**src/rtl/param_mod_counter.sv**
```systemverilog
// Purpose : WIDTH-bit modulo-MODULO up/down start/stop counter with load, wrap pulse and stop delay line.
// Latency : count/cnt_en/wrap update one edge after inputs are sampled; stop_dly lags stop by STOP_DLY edges.
// Backpres: none; every input is sampled on every clock edge.
//
// Ports:
//   clk, rst_n          clock and synchronous active-low reset
//   start, stop         set / clear of the count-enable register (start wins)
//   dir                 1 = up, 0 = down
//   load, load_val      synchronous load (clamped to MODULO-1), beats counting
//   count, cnt_en, wrap current count, enable state, registered wrap pulse
//   stop_dly            stop delayed by STOP_DLY cycles
//   snapshot, snap_vld  count captured at stop (only with COUNTER_SNAPSHOT_EN defined;
//                       otherwise both outputs are tied to 0)
module param_mod_counter #(
  parameter int WIDTH    = 4,
  parameter int MODULO   = 14,
  parameter int STOP_DLY = 2
) (
  input  logic             clk,
  input  logic             rst_n,
  input  logic             start,
  input  logic             stop,
  input  logic             dir,
  input  logic             load,
  input  logic [WIDTH-1:0] load_val,
  output logic [WIDTH-1:0] count,
  output logic             cnt_en,
  output logic             wrap,
  output logic             stop_dly,
  output logic [WIDTH-1:0] snapshot,
  output logic             snap_vld
);

  // Highest legal count; for MODULO == 2**WIDTH this is all ones.
  localparam logic [WIDTH-1:0] MAX_CNT = WIDTH'(MODULO - 1);

  logic [STOP_DLY-1:0] dly_q;
  logic                load_oor;

  // Zero-extend before comparing so an out-of-range load clamps correctly.
  assign load_oor = (32'(load_val) >= MODULO);
  assign stop_dly = dly_q[STOP_DLY-1];

  always_ff @(posedge clk) begin
    if (!rst_n) begin
      count  <= '0;
      cnt_en <= 1'b0;
      wrap   <= 1'b0;
      dly_q  <= '0;
    end else begin
      // Enable SR register: start has priority over stop.
      if (start)
        cnt_en <= 1'b1;
      else if (stop)
        cnt_en <= 1'b0;

      wrap <= 1'b0;
      if (load) begin
        count <= load_oor ? MAX_CNT : load_val;
      end else if (cnt_en) begin
        if (dir) begin
          if (count == MAX_CNT) begin
            count <= '0;
            wrap  <= 1'b1;
          end else begin
            count <= count + WIDTH'(1);
          end
        end else begin
          if (count == '0) begin
            count <= MAX_CNT;
            wrap  <= 1'b1;
          end else begin
            count <= count - WIDTH'(1);
          end
        end
      end

      // Shift in raw stop; the cast drops the oldest stage and handles STOP_DLY == 1.
      dly_q <= STOP_DLY'({dly_q, stop});
    end
  end

`ifdef COUNTER_SNAPSHOT_EN
  // Capture the pre-edge count on the edge where an active counter is actually stopped.
  always_ff @(posedge clk) begin
    if (!rst_n) begin
      snapshot <= '0;
      snap_vld <= 1'b0;
    end else begin
      snap_vld <= 1'b0;
      if (stop && !start && cnt_en && !load) begin
        snapshot <= count;
        snap_vld <= 1'b1;
      end
    end
  end
`else
  assign snapshot = '0;
  assign snap_vld = 1'b0;
`endif

endmodule

```
**config.mk**
```make
export PLATFORM = sky130hd
export DESIGN_NAME = param_mod_counter
export DESIGN_NICKNAME = d
export VERILOG_FILES = /design/src/rtl/param_mod_counter.sv
export SDC_FILE = /design/constraint.sdc
export NUM_CORES = 1
export LEC_CHECK = 0
export CAP_MARGIN = 25
export CORE_AREA = 2 2 39 41
export DETAILED_ROUTE_END_ITERATION = 8
export DIE_AREA = 0 0 41 43
export MAX_ROUTING_LAYER = met4
export PLACE_DENSITY = 0.74
export SYNTH_ARGS = -nofsm -noshare
export SYNTH_HDL_FRONTEND = slang
export SYNTH_SLANG_ARGS = --single-unit
export TNS_END_PERCENT = 5
```
**constraint.sdc**
```tcl
create_clock -name clk -period 3.2 [get_ports clk]
set_input_delay 0.64 -clock clk [delete_from_list [all_inputs] [get_ports clk]]
set_output_delay 0.64 -clock clk [all_outputs]
set_load 0.05 [all_outputs]
```
==> key figures, run 1 <==
Run status
  – Status: finished, final reports clean

Placed design
  – HPWL Detailed: 733.8 um
  – Port Buf Inserts: 16
  – RePlAce Congestion: roughly 0.73

Flow run
  – Max_cap viols: 0

CTS
  – TritonCTS clock tree: built
  – Clk sinks: 8
  – Htree depth: 1
  – Clock buffer depth: 2
  – Clock latency on the worst-skew pair: about 0.25 ns
  – Post-CTS Setup Repair Bufs: 0
  – Post-CTS sizing: 0
  – CTS Buf Count: 3
  – Clk root buf: clkbuf_4
  – Clk pin slew, worst setup/hold paths: 0.05 ns
  – Hold-fix buffer count after cts: 0

Power
  – Pleak: about 0.25 nW
  – VDD IR max: around 0.00019 V
  – Power density cells: approximately 420 nW/um2

Synth
  – Cell count after synthesis: a little over 60
  – Post-Syn Area: 518.0 um2
  – Top cell type's share of synthesized area: between 30% and 40%
  – Synth Warn #: 0
  – Flops & latches, synth: 8
  – Synth cell types: 30
  – Syn Area/Cell: 8.355 um2
  – Yosys top cell by area: dfxtp_1
  – Top post-synthesis cells by area: dfxtp_1, buf_4, nand4_1
  – Sequential share of the synthesized area: between 30% and 40%

Setup path
  – Worst r2r path cells: 3
  – Critical path buffers and inverters: 1
  – CP Class: register to output pin
  – Setup crit start kind: register
  – Worst path slowest cell: clkdlybuf4s50_1
  – Critical path endpoint category: output pin
  – CP arrival: 1.73 ns
  – CP required: 2.56 ns
  – Biggest fanout along the worst timing path: 15
  – Worst-path cell chain: clkdlybuf4s50_1
  – WP depth: 1
  – Crit-path leading delay family: buffers and inverters
  – Crit-path max cell delay: just under 0.9 ns

Min path
  – Worst Hold Depth: 1
  – Min-Delay Path Class: register to register

GRT
  – GRT Total Usage: approximately an eighth
  – Antenna violations before repair: 0
  – Largest net degree at the start of global routing: 16
  – First-pass GRT wire length: around 1500 um
  – Number of global-route vias before repair: 380
  – Grt ovf: 0

Timing
  – Tmin final: around 2.4 ns
  – Hold Fails Final Rpt: 0
  – RSZ-0062 raised after global routing: false
  – Final Skew: approximately 0.0036 ns
  – Max-slew violations: 0
  – Total negative slack: 0 ns
  – FMAX: about 420 MHz
  – Final setup fails: 0
  – Period utilization: between 70% and 80%

Final layout
  – Fill cells: 139
  – Final net count: 87
  – Antenna diode count: 0
  – Area growth from synthesis to layout: 26.57%
  – Fraction of final layout cells sized beyond drive strength 1: 6.667%
  – Finished Core Util: a little under half

Drt
  – Total wire length: about 970 um
  – DRC violations left: 0
  – 1st-pass router iterations: 4
  – Vias: between 400 and 500
  – Via-per-instance ratio: approximately 5.2
  – Final ANT Viol Nets: 0
  – Drt first-iter violations: 11
  – Drt wl/cell: 10.64 um

Floorplan
  – Full die area: approximately 1800 um2
  – FP Rows: 14
  – Initial Util: a little under two fifths
  – Die extent in y: about 43 um
  – DIE WIDTH: approximately 40 um
  – IO Pins: 22
  – Core area: 1384 um2
==> power breakdown <==
part           total, mW  internal, mW  switching (mW)
clock network     0.0756        0.0428          0.0328
registers          0.119         0.106          0.0134
logic             0.0815        0.0319          0.0496
==> through the flow <==
stage / hold WS [ns] / std cells / worst slack (ns) / instance area (um2) / total power [mW]
CTS: 0.4335 / 91 / 0.8402 / 655.6 / 0.2789
detailed placement: 0.4211 / 88 / 1.107 / 633.1 / 0.2031
finish: 0.4294 / 91 / 0.8254 / 655.6 / 0.2766
global placement: 0.4176 / 88 / 1.126 / 633.1 / 0.2020
floorplan: 0.4118 / 66 / 1.597 / 533.0 / 0.1851
global route: 0.4503 / 91 / 0.7706 / 655.6 / 0.2904
==> final cells by class <==
type | count | area (um2) | area share, %
Sequential cell | 8 | 160.2 | 24.43
Multi-Input combinational cell | 45 | 281.5 | 42.94
Clock buffer | 3 | 22.52 | 3.435
Tap cell | 16 | 20.02 | 3.053
Inverter | 3 | 11.26 | 1.718
Timing Repair Buffer | 16 | 160.2 | 24.43
==> kinds of logic after synthesis <==
family / Yosys count / share of synthesized area, %
AND/OR/NAND/NOR: 24 / 28.02
XOR/XNOR: 1 / 1.691
buffers and inverters: 13 / 17.63
AO/OA/AOI/OAI: 15 / 21.01
flip-flops: 8 / 30.92
other: 1 / 0.7239
==> registers in the layout (all words and copies together) (netlist names) <==
register / flops
wrap: 1
dly_q: 2
count: 4
cnt_en: 1
==> cells in the final DEF (no fill, tap or decap), types with 2 or more instances in the layout <==
cell             count
nand2_1              2
inv_1                3
clkdlybuf4s50_1     16
nor3b_1              2
nand3_1              2
nor2_1               4
clkbuf_4             3
a31oi_1              2
a21oi_1              4
dfxtp_1              8
conb_1               5
a211oi_1             2
nor2b_1              3
nand4_1              4
==> path summary, 6_finish.rpt <==
| check | end | start | slack [ns] |
|---|---|---|---|
| worst max-delay path | count[0] | count[0]$_SDFFE_PN0P_ | 0.83 |
| worst min-delay path | dly_q[1]$_SDFF_PN0_ | dly_q[0]$_SDFF_PN0_ | 0.43 |
| worst max register to register | count[3]$_SDFFE_PN0P_ | count[0]$_SDFFE_PN0P_ | 1.77 |
| worst min register to register | dly_q[1]$_SDFF_PN0_ | dly_q[0]$_SDFF_PN0_ | 0.43 |
==> cell usage after synthesis <==
library cell	count
and3_1	1
or4_1	1
nand3b_1	1
buf_2	1
or4_4	1
o21ai_0	1
or4b_1	1
nand3_1	2
conb_1	1
o311ai_0	1
o211ai_2	1
o31a_1	1
and2_1	1
dfxtp_1	8
a211oi_1	2
nor2_1	4
buf_6	2
nor3b_1	2
nand2_1	2
inv_1	3
nand4_1	4
buf_4	7
o32ai_1	1
a211o_1	1
a31oi_1	2
xor2_1	1
a21oi_1	4
o2111ai_1	1
nor3_1	1
nor2b_1	3
==> metal layers <==
layer	global-route usage, %	vias up	share of wire [%]
li1	-	247	-
met1	17.68	214	48
met2	16.88	14	46
met3	3.141	2	4.6
met4	6.000	0	1.0
met5	-	-	0
Note: power is estimated with default switching activity, not from simulation.
==> run 2, diff against run 1 <==
==> constraint.sdc (replaced) <==
create_clock -name clk -period 2.3 [get_ports clk]
set_input_delay 0.46 -clock clk [delete_from_list [all_inputs] [get_ports clk]]
set_output_delay 0.46 -clock clk [all_outputs]
set_load 0.05 [all_outputs]
==> results of run 2 <==
Same layout as run 1 (identical final DEF). Status: finished, final reports clean.
Among the figures that moved: final weighted congestion in routability-driven placement 0.7325 -> 0.7324; setup slack after placement 1.107 ns -> 0.3865 ns; setup slack after layout 0.8254 ns -> 0.1054 ns; register-to-register setup slack 1.77 ns -> 0.87 ns; total power 0.2766 mW -> 0.3848 mW; worst IR drop on VDD 0.0001917 V -> 0.0002667 V
